<file path="src/rtl/cache_control.sv">
// Miss/hit sequencer for a 2-way set-associative write-back L1 cache.
// Compares tags, steers way/LRU loads, picks the victim, and runs the
// WRITEBACK/ALLOCATE handshake with physical memory over 128-bit lines.
module cache_control #(
    parameter int TAG_W = 9,
    parameter int IDX_W = 3
) (
    input  logic             clk,
    input  logic             reset,
    input  logic             mem_read,
    input  logic             mem_write,
    input  logic [15:0]      mem_address,
    output logic             mem_resp,
    input  logic [TAG_W-1:0] tag0,
    input  logic [TAG_W-1:0] tag1,
    input  logic             valid0,
    input  logic             valid1,
    input  logic             dirty0,
    input  logic             dirty1,
    input  logic             lru,
    output logic [1:0]       way_load,
    output logic             data_src,
    output logic             dirty_in,
    output logic             lru_load,
    output logic             lru_in,
    output logic             rdata_way,
    output logic             pmem_read,
    output logic             pmem_write,
    output logic [15:0]      pmem_address,
    input  logic             pmem_resp
);

    typedef enum logic [1:0] {
        IDLE      = 2'd0,
        WRITEBACK = 2'd1,
        ALLOCATE  = 2'd2
    } state_t;

    state_t           state_q, state_d;
    logic             victim_q, victim_d;

    logic [TAG_W-1:0] addr_tag;
    logic [IDX_W-1:0] addr_idx;
    logic             hit0, hit1, hit, hit_way;
    logic             req;
    logic             victim, victim_dirty;
    logic [TAG_W-1:0] wb_tag;

    assign addr_tag = mem_address[15 -: TAG_W];
    assign addr_idx = mem_address[4 +: IDX_W];

    assign hit0    = valid0 && (tag0 == addr_tag);
    assign hit1    = valid1 && (tag1 == addr_tag);
    assign hit     = hit0 || hit1;
    assign hit_way = !hit0;              // way 0 wins when both match
    assign req     = mem_read || mem_write;

    // Invalid ways are filled first; only a fully valid set consults LRU.
    assign victim       = !valid0 ? 1'b0 : (!valid1 ? 1'b1 : lru);
    assign victim_dirty = victim ? (valid1 && dirty1) : (valid0 && dirty0);
    assign wb_tag       = victim_q ? tag1 : tag0;

    // State and latched victim way.
    always_ff @(posedge clk) begin
        if (reset) begin
            state_q  <= IDLE;
            victim_q <= 1'b0;
        end else begin
            state_q  <= state_d;
            victim_q <= victim_d;
        end
    end

    // Next-state and outputs; everything is held at 0 while reset is high.
    always_comb begin
        state_d      = state_q;
        victim_d     = victim_q;
        mem_resp     = 1'b0;
        way_load     = 2'b00;
        data_src     = 1'b0;
        dirty_in     = 1'b0;
        lru_load     = 1'b0;
        lru_in       = 1'b0;
        rdata_way    = 1'b0;
        pmem_read    = 1'b0;
        pmem_write   = 1'b0;
        pmem_address = 16'h0000;
        if (!reset) begin
            unique case (state_q)
                IDLE: begin
                    if (req && hit) begin
                        mem_resp  = 1'b1;
                        rdata_way = hit_way;
                        lru_load  = 1'b1;
                        lru_in    = ~hit_way;
                        if (mem_write) begin
                            way_load[hit_way] = 1'b1;
                            dirty_in          = 1'b1;
                        end
                    end else if (req) begin
                        victim_d = victim;
                        state_d  = victim_dirty ? WRITEBACK : ALLOCATE;
                    end
                end
                WRITEBACK: begin
                    pmem_write   = 1'b1;
                    rdata_way    = victim_q;
                    pmem_address = {wb_tag, addr_idx, 4'h0};
                    if (pmem_resp) state_d = ALLOCATE;
                end
                ALLOCATE: begin
                    pmem_read    = 1'b1;
                    pmem_address = {mem_address[15:4], 4'h0};
                    if (pmem_resp) begin
                        way_load[victim_q] = 1'b1;
                        data_src           = 1'b1;
                        state_d            = IDLE;
                    end
                end
                default: state_d = IDLE;
            endcase
        end
    end

endmodule

</file>
<file path="config.mk">
export PLATFORM = sky130hd
export DESIGN_NAME = cache_control
export DESIGN_NICKNAME = d
export VERILOG_FILES = /design/src/rtl/cache_control.sv
export SDC_FILE = /design/constraint.sdc
export NUM_CORES = 1
export LEC_CHECK = 0
export ABC_AREA = 1
export ABC_CLOCK_PERIOD_IN_PS = 1500
export BUFFER_PORTS_ARGS = -buffer_cell sky130_fd_sc_hd__buf_2
export CAP_MARGIN = 20
export CORE_MARGIN = 2
export CORE_UTILIZATION = 37
export CTS_CLUSTER_DIAMETER = 40
export CTS_CLUSTER_SIZE = 28
export DETAILED_ROUTE_END_ITERATION = 7
export PLACE_DENSITY = 0.77
export SLEW_MARGIN = 20
export SYNTH_ARGS = -nofsm -noshare
export SYNTH_HDL_FRONTEND = slang
export SYNTH_SLANG_ARGS = --single-unit
</file>
<file path="constraint.sdc">
create_clock -name clk -period 1.5 [get_ports clk]
set_input_delay 0.3 -clock clk [delete_from_list [all_inputs] [get_ports clk]]
set_output_delay 0.3 -clock clk [all_outputs]
set_load 0.05 [all_outputs]
</file>
# After elaboration in Yosys (flattened, before gate mapping)
# Index checks and enable logic that the tools add are counted.
# Widths: inputs -> output; s select.
# word_totals
ff_bits,3
out_inout_bits,26
elab_cells,69
# op_classes
order_cmp,4
eq_ne,8
muxes,41
bitwise,1
n_reduce_logical,13
# op_table
operator,n
$pmux 16 s2,1
$mux 1,24
$eq 9x9->1,2
$mux 2,9
$mux 16,1
$mux 9,1
$ne 2x2->1 const B,4
$logic_and 1x1->1,7
$pmux 2 s3,1
$lt 1x2->1 const B,2
$pmux 2 s2,1
$reduce_and 4->1,1
$reduce_and 3->1,1
$demux 1 s1,2
$eq 2x1->1 const B,1
$eq 2x2->1 const B,1
$ge 1x1->1 const B,2
$logic_not 2->1,1
$logic_or 1x1->1,2
$pmux 1 s2,1
$logic_not 1->1,1
$not 1->1,1

# Depth between registers and ports, before layout
# Gate-level depths: netlist of run 1.
# depth
word_depth,11
depth_mapped,12

# Worst setup path before layout of run 1
# Ideal clock, no wire load.
# synth_path
path_kind,input port to output port
startpoint,in tag0[0]
endpoint,out dirty_in
arrival_ns,2.286
t_required_ns,1.200
path_slack_ns,-1.086
stages,10
path_buffers,0
cell_sequence,inv_1 -> nand2_1 -> nand2_1 -> nor2_1 -> nand2_1 -> nor2_2 -> nand2_2 -> inv_1 -> nor2_1 -> nor4_1
# synth_between
elab_chain_cells,7
# synth_lines
element,line,rtl
from (decl),14,"input logic [TAG_W-1:0] tag0,"
$eq 9x9->1,52,assign hit0 = valid0 && (tag0 == addr_tag);
$logic_and 1x1->1,52,
$logic_or 1x1->1,54,assign hit = hit0 || hit1;
$logic_and 1x1->1,91,if (req && hit) begin
$mux 1,91,
$mux 1,89,unique case (state_q)
$mux 1,88,if (!reset) begin
to (decl),23,"output logic dirty_in,"
# Every way passes these cells.

# Worst setup path in the final report of run 1
# layout_path
startpoint,reg state_q[0]
endpoint,out pmem_address[8]
# layout_between
elab_chain_cells,3
# layout_lines
element,line,rtl
from (decl),39,"state_t state_q, state_d;"
from (signal assigned),69,state_q <= state_d;
$eq 2x2->1 / $eq 2x1->1 (equally long branches),89,
$pmux 16 s2 (*),89,
$mux 16 (*),88,
to (decl),29,"output logic [15:0] pmem_address,"
# Mark *: on every way between the ends. The rest lies on a longest branch, timed or not.

==> flow_metrics.env, run 1 <==
export IMPL_final_cell_mix="45 x nand2_1, 30 x buf_6, 25 x buf_4, 22 x buf_2, 17 x inv_2"
export IMPL_via_per_inst=5.49
export IMPL_violations="setup timing"
export IMPL_antenna_found_initial=0
export IMPL_clock_fmax_mhz=555
export IMPL_fin_util_pct=91.5
export IMPL_clk_pin_slew_ns=0.05
export IMPL_slew_viol_final=0
export IMPL_die_y_um=54.8
export IMPL_final_antenna_net_count=0
export IMPL_place_inst=299
export IMPL_fp_dieW_um=54.8
export IMPL_final_hold_violation_count=0
export IMPL_port_buffers=61
export IMPL_place_hpwl_um=2680
export IMPL_holdWs_ns=0.505
export IMPL_drtPass1Iterations=4
export IMPL_syn_instance_count=192
export IMPL_worst_setup_path_end_kind="output pin"
export IMPL_setup_violations=24
export IMPL_maxCapViolCount=0
export IMPL_drive_above_1_share_pct=64.9
export IMPL_fill_cells=105
export IMPL_vias=1714
export IMPL_cts_tree="yes"
export IMPL_nets=330
export IMPL_final_setup_worst_slack_ns=-0.303
export IMPL_numClockSinks=3
export IMPL_ys_seq_area_share_pct=6.30
export IMPL_worstSkewPairLatency_ns=0.25
export IMPL_grt_overflow=0
export IMPL_holdBufCountCts=0
export IMPL_clock_skew_ns=0.0116
export IMPL_dieArea_mm2=0.00300
export IMPL_clock_root_buffer="clkbuf_4"
export IMPL_ioPinCount=70
export IMPL_path_cells="inv_4, ha_4, nand2_8, buf_12, nor2_4, buf_8"
export IMPL_ctsHtreeMaxLevel=1
export IMPL_arrival_ns=1.50
export IMPL_crit_type="reg2out"
export IMPL_numCtsBuffers=3
export IMPL_cpMaxStageDelayCell="dfxtp_4"
export IMPL_clk_path_buf_depth=2
export IMPL_ir_drop_mv=0.705
export IMPL_seqCellArea_um2=65.1
export IMPL_synth_seq_cells=3
export IMPL_place_congestion=0.834
export IMPL_area_growth_pct=136
export IMPL_status="finished, violations left"
export IMPL_finalCritPeriodShare_pct=120
export IMPL_p_per_area_mw_per_mm2=565
export IMPL_drtIter0Drc=44
export IMPL_synth_avg_cell_area_um2=4.97
export IMPL_syn_area_um2=953
export IMPL_grt_pass1_vias=1523
export IMPL_critPathMaxFanout=6
export IMPL_multi_input_area_mm2=0.00106
export IMPL_rsz0062_at_grt="yes"
export IMPL_grt_max_degree=9
export IMPL_remaining_drc_errors=0
export IMPL_slowest_delay_ns=0.38
export IMPL_wl_per_cell_um=16.0
export IMPL_startpoint_type="flip-flop"
export IMPL_required_ns=1.20
export IMPL_ys_types=22
export IMPL_finalCriticalPeriod_ns=1.80
export IMPL_initial_core_util_pct=38.8
export IMPL_ys_warn_count=0
export IMPL_layout_commonest_cell="nand2_1"
export IMPL_final_instance_count_excl_fill=312
export IMPL_p_leak_nw=1.05
export IMPL_diodes=0
export IMPL_fp_row_count=18
export IMPL_p_total_w=0.00127
export IMPL_wirelength_um=5000
export IMPL_core_area_mm2=0.00245
export IMPL_fin_setup_tns_ns=-5.32
export IMPL_grt_use_total_pct=28.2
export IMPL_hold_path_class="in2reg"
export IMPL_grt_pass1_wl_um=6170
sequential cells by signal, summed over array words and instances, names as in the netlist:
register and flops:
victim_q 1, state_q 2
power by group:
| part | total (W) | switching [W] | internal, W |
|---|---|---|---|
| logic | 0.00100 | 0.000558 | 0.000443 |
| clock network | 0.000161 | 0.0000605 | 0.000101 |
| registers | 0.000106 | 0.0000144 | 0.0000920 |
| total | 0.00127 | 0.000633 | 0.000636 |
layer usage:
| layer | global-route usage [%] | share of wire [%] | up-vias |
|---|---|---|---|
| met1 | 29.6 | 34 | 792 |
| met4 | 6.25 | 3.3 | 0 |
| li1 | - | - | 774 |
| met2 | 57.1 | 56 | 120 |
| met5 | 0 | 0 | - |
| met3 | 4.10 | 6.9 | 28 |
through the flow:
step / setup WS, ns / cell area, µm²
2_1_floorplan: -0.223 / 1200
3_3_place_gp: -0.319 / 1640
3_5_place_dp: -0.324 / 1640
4_1_cts: -0.238 / 2110
5_1_grt: -0.329 / 2250
6_report: -0.303 / 2250
path summary, 6_finish.rpt:
path                   start         endpoint  slack [ns]  cells after the start
setup / recovery  state_q[0]  pmem_address[8]       -0.30                      6
hold / removal        valid0         victim_q        0.50                      5
setup reg to reg  state_q[0]       state_q[0]       -0.07                      9
hold reg to reg   state_q[0]       state_q[0]        0.68                      3
Yosys cell counts:
library cell	count	area, µm²
nand2_1	58	218
nor2_1	31	116
inv_1	30	113
o21ai_0	10	50.1
nand3_1	9	45.0
a21oi_1	8	40.0
a22oi_1	8	60.1
xnor2_1	6	52.6
buf_4	5	37.5
clkbuf_1	4	15.0
inv_2	4	15.0
dfxtp_1	3	60.1
ha_1	3	37.5
nand2_2	3	18.8
nand4_1	3	18.8
buf_2	1	5.00
conb_1	1	3.75
nand3_2	1	10.0
nand3b_4	1	20.0
nor2_2	1	6.26
nor3_1	1	5.00
nor4_1	1	6.26
critical path: cells and delay by family (launching register included):
kind,cells,cell delay (ns)
buffers and inverters,3,0.38
and+or+nand+nor,2,0.19
DFF,1,0.38
adders and majority gates,1,0.30
kinds of logic after synthesis:
kind of cell | count (synthesis) | share of synthesized area (%)
buf+inv | 44 | 19.4
fa+ha+maj | 3 | 3.94
other cells | 1 | 0.393
xor+xnor | 6 | 5.51
flops | 3 | 6.30
compound gates | 26 | 15.7
simple gates | 109 | 48.7
final cells by class:
cell class                      instances  area share, %
Multi-Input combinational cell        148           47.4
Timing Repair Buffer                   93           40.0
Inverter                               34           6.90
Sequential cell                         3           2.90
Tap cell                               30           1.67
Clock buffer                            4           1.17
repair_timing:
action | CTS | global route
gates cloned | 1 | 0
buffers inserted | 6 | 3
pin swaps | 22 | 21
endpoints found under the setup margin | 22 | 24
resized for setup | 110 | 40
Note: power is estimated with default switching activity, not from simulation.
==> run 2, diff against run 1 <==
==> constraint.sdc (replaced) <==
create_clock -name clk -period 1.5 [get_ports clk]
set_input_delay 0.3 -clock clk [delete_from_list [all_inputs] [get_ports clk]]
set_output_delay 0.3 -clock clk [all_outputs]
set_load 0.01 [all_outputs]
==> flow_metrics.env, run 2 (synthesis results as in run 1) <==
export IMPL_worst_setup_path_end_kind="output pin"
export IMPL_critPathMaxFanout=4
export IMPL_ir_drop_mv=0.894
export IMPL_holdWs_ns=0.412
export IMPL_dr_wl_met3_um=267
export IMPL_setup_violations=23
export IMPL_clk_pin_slew_ns=0.03
export IMPL_numCtsBuffers=3
export IMPL_fp_dieW_um=54.8
export IMPL_grt_overflow=0
export IMPL_ctsHtreeMaxLevel=1
export IMPL_ioPinCount=70
export IMPL_crit_type="in2out"
export IMPL_hold_path_class="in2reg"
export IMPL_core_area_mm2=0.00245
export IMPL_clk_path_buf_depth=2
export IMPL_p_total_w=0.00102
export IMPL_p_leak_nw=0.991
export IMPL_port_buffers=61
export IMPL_fill_cells=170
export IMPL_clock_skew_ns=0.0151
export IMPL_slowest_delay_ns=0.16
export IMPL_numClockSinks=3
export IMPL_area_growth_pct=104
export IMPL_holdBufCountCts=0
export IMPL_finalCriticalPeriod_ns=1.69
export IMPL_grt_max_degree=11
export IMPL_status="finished, violations left"
export IMPL_m1WireLength_um=1550
export IMPL_clock_fmax_mhz=593
export IMPL_diodes=0
export IMPL_final_cell_mix="50 x nand2_1, 36 x buf_2, 30 x buf_6, 19 x inv_2, 15 x buf_4"
export IMPL_top_layer="met4"
export IMPL_layout_commonest_cell="nand2_1"
export IMPL_violations="setup timing"
export IMPL_arrival_ns=1.39
export IMPL_reg_top3="state_q (2), victim_q (1)"
export IMPL_place_congestion=0.862
export IMPL_wl_met2_um=2140
export IMPL_final_setup_worst_slack_ns=-0.186
export IMPL_maxCapViolCount=0
export IMPL_remaining_drc_errors=0
export IMPL_drive_above_1_share_pct=62.3
export IMPL_final_hold_violation_count=0
export IMPL_die_y_um=54.8
export IMPL_slew_viol_final=0
export IMPL_vias=1507
export IMPL_cts_tree="yes"
export IMPL_grt_use_total_pct=23.7
export IMPL_grt_pass1_wl_um=5130
export IMPL_dieArea_mm2=0.00300
export IMPL_drtIter0Drc=46
export IMPL_finalCritPeriodShare_pct=112
export IMPL_largest_register="state_q"
export IMPL_seqCellArea_um2=67.6
export IMPL_largest_reg_flops=2
export IMPL_path_cells="buf_4, xnor2_2, nand2_1, nor2_2, nand2_2, buf_6, nand4_1, a21oi_2, buf_2"
export IMPL_startpoint_type="input port"
export IMPL_wl_per_cell_um=13.5
export IMPL_drtPass1Iterations=4
export IMPL_worstSkewPairLatency_ns=0.24
export IMPL_place_hpwl_um=2500
export IMPL_cpMaxStageDelayCell="xnor2_2"
export IMPL_initial_core_util_pct=38.8
export IMPL_nets=321
export IMPL_rsz0062_at_grt="yes"
export IMPL_fp_row_count=18
export IMPL_grt_pass1_vias=1281
export IMPL_antenna_found_initial=0
export IMPL_required_ns=1.20
export IMPL_multi_input_area_um2=997
export IMPL_clock_root_buffer="clkbuf_4"
export IMPL_p_per_area_mw_per_mm2=522
export IMPL_final_antenna_net_count=0
export IMPL_wirelength_um=4080
export IMPL_via_per_inst=4.97
-- run 2: final timing paths --
kind,start,end,slack [ns],depth (start not counted)
setup / recovery,tag0[6],rdata_way,-0.19,9
hold / removal,reset,state_q[0],0.41,2
setup reg to reg,state_q[0],state_q[1],0.22,7
hold reg to reg,state_q[0],state_q[0],0.54,2
-- run 2: per-stage QoR --
step / utilization, % / worst slack (ns) / cells / instance area [µm²] / setup TNS (ns)
finish: 79.3 / -0.186 / 303 / 1950 / -2.72
CTS: 69.5 / -0.127 / 301 / 1710 / -1.82
global route: 79.3 / -0.248 / 303 / 1950 / -4.06
detailed placement: 55.8 / -0.183 / 292 / 1370 / -0.837
floorplan: - / 0.00446 / 195 / 967 / 0
global placement: 55.8 / -0.169 / 292 / 1370 / -0.746
-- run 2: report_power, final --
part           leakage, nW  internal, W  switching (W)
registers           0.0261    0.0000931      0.0000161
clock network       0.0150     0.000100      0.0000502
logic                0.950     0.000343       0.000413
total                0.991     0.000536       0.000480
-- run 2: final cells by class --
type,count,share of cell area (%)
Clock buffer,4,1.35
Multi-Input combinational cell,148,51.2
Timing Repair Buffer,84,35.0
Inverter,34,7.07
Sequential cell,3,3.47
Tap cell,30,1.93
-- run 2: repair_timing --
action                                  in CTS  in global routing
pin swaps                                   34                 19
buffers inserted                             5                  2
endpoints found under the hold margin        0                  0
resized for setup                           76                 62
endpoints found under the setup margin      22                 25
-- run 2: worst max-delay path, delay by kind of cell --
family / cells / cell delay (ns)
AOI/OAI and AO/OA: 1 / 0.06
xor gates and xnor gates: 1 / 0.16
buffers and inverters: 3 / 0.40
and+or+nand+nor: 4 / 0.46
-- run 2: routing by layer --
metal | GRT usage, % | vias up
met1 | 23.6 | 687
met4 | 9.17 | 0
li1 | - | 746
met3 | 5.46 | 12
met5 | 0 | -
met2 | 46.2 | 62
==> run 3, diff against run 2 <==
--- a/config.mk
+++ b/config.mk
@@ -6,7 +6,7 @@
 export NUM_CORES = 1
 export LEC_CHECK = 0
 export ABC_AREA = 1
-export ABC_CLOCK_PERIOD_IN_PS = 1500
+export ABC_CLOCK_PERIOD_IN_PS = 1400
 export BUFFER_PORTS_ARGS = -buffer_cell sky130_fd_sc_hd__buf_2
 export CAP_MARGIN = 20
 export CORE_MARGIN = 2
==> constraint.sdc (replaced) <==
create_clock -name clk -period 1.4 [get_ports clk]
set_input_delay 0.07 -clock clk [delete_from_list [all_inputs] [get_ports clk]]
set_output_delay 0.07 -clock clk [all_outputs]
set_load 0.01 [all_outputs]
==> flow_metrics.env, run 3 (synthesis results as in run 1) <==
export IMPL_critPathMaxFanout=5
export IMPL_holdWs_ns=0.133
export IMPL_grt_max_degree=11
export IMPL_largest_register="state_q"
export IMPL_use_met1_pct=25.1
export IMPL_wirelength_um=2970
export IMPL_numClockSinks=3
export IMPL_cp_startpoint="state_q[1]"
export IMPL_final_cell_mix="58 x buf_2, 57 x nand2_1, 26 x inv_1, 20 x nor2_1"
export IMPL_reg2reg_slack_ns=0.16
export IMPL_swShare_pct=45.1
export IMPL_nets=308
export IMPL_clk_path_buf_depth=2
export IMPL_clk_pin_slew_ns=0.03
export IMPL_ir_drop_mv=0.730
export IMPL_pwr_share_comb_pct=70.9
export IMPL_arrival_ns=1.34
export IMPL_clock_fmax_mhz=711
export IMPL_area_growth_pct=62.2
export IMPL_place_hpwl_um=2370
export IMPL_met3_usage_pct=4.10
export IMPL_grt_pass1_wl_um=4400
export IMPL_via_per_inst=4.64
export IMPL_fp_row_count=18
export IMPL_antenna_found_initial=0
export IMPL_clock_root_buffer="clkbuf_4"
export IMPL_layout_commonest_cell="buf_2"
export IMPL_core_area_mm2=0.00245
export IMPL_finalCritPeriodShare_pct=100
export IMPL_path_cells="buf_6, ha_4, buf_6, a22oi_2, nor2_4, buf_6"
export IMPL_rsz0062_at_grt="yes"
export IMPL_fp_dieW_um=54.8
export IMPL_worstSkewPairLatency_ns=0.23
export IMPL_rr_startpoint="state_q[1]"
export IMPL_largest_reg_flops=2
export IMPL_r2r_end="state_q[1]"
export IMPL_p_leak_nw=0.864
export IMPL_grt_overflow=0
export IMPL_crit_family="buffers and inverters"
export IMPL_crit_top_cell="buf_6"
export IMPL_startpoint_type="flip-flop"
export IMPL_busiest_layer="met2"
export IMPL_p_int_w=0.000498
export IMPL_grt_pass1_vias=1109
export IMPL_slew_viol_final=0
export IMPL_maxCapViolCount=0
export IMPL_cp_num_cells=6
export IMPL_cts_tree="yes"
export IMPL_endpoint="pmem_address[11]"
export IMPL_port_buffers=61
export IMPL_crit_type="reg2out"
export IMPL_cpMaxStageDelayCell="dfxtp_2"
export IMPL_cp_buffers_inverters=3
export IMPL_wl_per_cell_um=10.2
export IMPL_slowest_delay_ns=0.32
export IMPL_final_hold_violation_count=0
export IMPL_violations="setup timing"
export IMPL_drive_above_1_share_pct=45.0
export IMPL_final_antenna_net_count=0
export IMPL_finalCriticalPeriod_ns=1.41
export IMPL_rr_worst_depth=8
export IMPL_clkPwrFrac_pct=16.4
export IMPL_grt_use_total_pct=19.8
export IMPL_ctsHtreeMaxLevel=1
export IMPL_required_ns=1.33
export IMPL_vias=1347
export IMPL_place_congestion=0.837
export IMPL_final_setup_worst_slack_ns=-0.00568
export IMPL_ioPinCount=70
export IMPL_pwr_share_seq_pct=12.7
export IMPL_remaining_drc_errors=0
export IMPL_hold_path_class="in2reg"
export IMPL_fin_util_pct=63.0
export IMPL_diodes=0
export IMPL_reg_top3="state_q (2), victim_q (1)"
export IMPL_drtIter0Drc=20
export IMPL_clock_skew_ns=0.00110
export IMPL_power_switching_w=0.000410
export IMPL_status="finished, violations left"
export IMPL_worst_setup_path_end_kind="output pin"
export IMPL_numCtsBuffers=3
export IMPL_dieArea_mm2=0.00300
export IMPL_grtUsageMet2_pct=35.7
export IMPL_initial_core_util_pct=38.8
export IMPL_drtPass1Iterations=4
export IMPL_setup_violations=1
export IMPL_p_per_area_mw_per_mm2=587
export IMPL_die_y_um=54.8
-- run 3: cell types whose count changed in the layout (fill, tap and decap cells not counted), moves of 11 or more --
cell / change
buf_2: +22
buf_6: -22
inv_1: +15
buf_4: -11
inv_2: -12
-- run 3: routing by layer --
metal	vias up	part of all wire (%)
li1	721	-
met1	585	44
met2	39	49
met3	2	5.9
met4	0	0.98
met5	-	0
-- run 3: cell type report --
type	instances	area (µm²)
clock buffer	4	26.3
tap	30	37.5
multi-input combinational	148	861
inverter	34	130
timing repair buffer	71	425
sequential	3	66.3
fill	249	908
-- run 3: worst min path at each step --
stage / start / to / slack (ns) / depth (start not counted)
after floorplan: mem_write / dirty_in / 0.23 / 2
after global placement: reset / state_q[0] / 0.38 / 2
after detailed placement: reset / state_q[0] / 0.38 / 2
after CTS: reset / state_q[0] / 0.13 / 2
after global routing: reset / state_q[1] / 0.16 / 2
final: reset / state_q[0] / 0.13 / 2
-- run 3: through the flow --
step           area, µm²  cells  setup WS, ns   TNS, ns  total power [W]
2_1_floorplan        965    195         0.106         0         0.000409
3_3_place_gp        1310    284         0.136         0         0.000589
3_5_place_dp        1310    284         0.133         0         0.000590
4_1_cts             1450    289       -0.0140   -0.0346         0.000838
5_1_grt             1550    290       -0.0553    -0.526         0.000991
6_report            1550    290      -0.00568  -0.00568         0.000908
-- run 3: power by group through the flow --
stage | clock (W) | combinational (W) | sequential, W
finish | 0.000149 | 0.000643 | 0.000116
CTS | 0.000153 | 0.000569 | 0.000116
global placement | 0 | 0.000477 | 0.000111
global route | 0.000161 | 0.000714 | 0.000117
detailed placement | 0 | 0.000478 | 0.000112
floorplan | 0 | 0.000301 | 0.000108
-- run 3: what timing repair did --
action,in CTS,in global routing
pin swaps,13,8
setup buffers,1,1
hold buffers,0,0
gates resized for setup,29,24
setup endpoints to repair,16,16
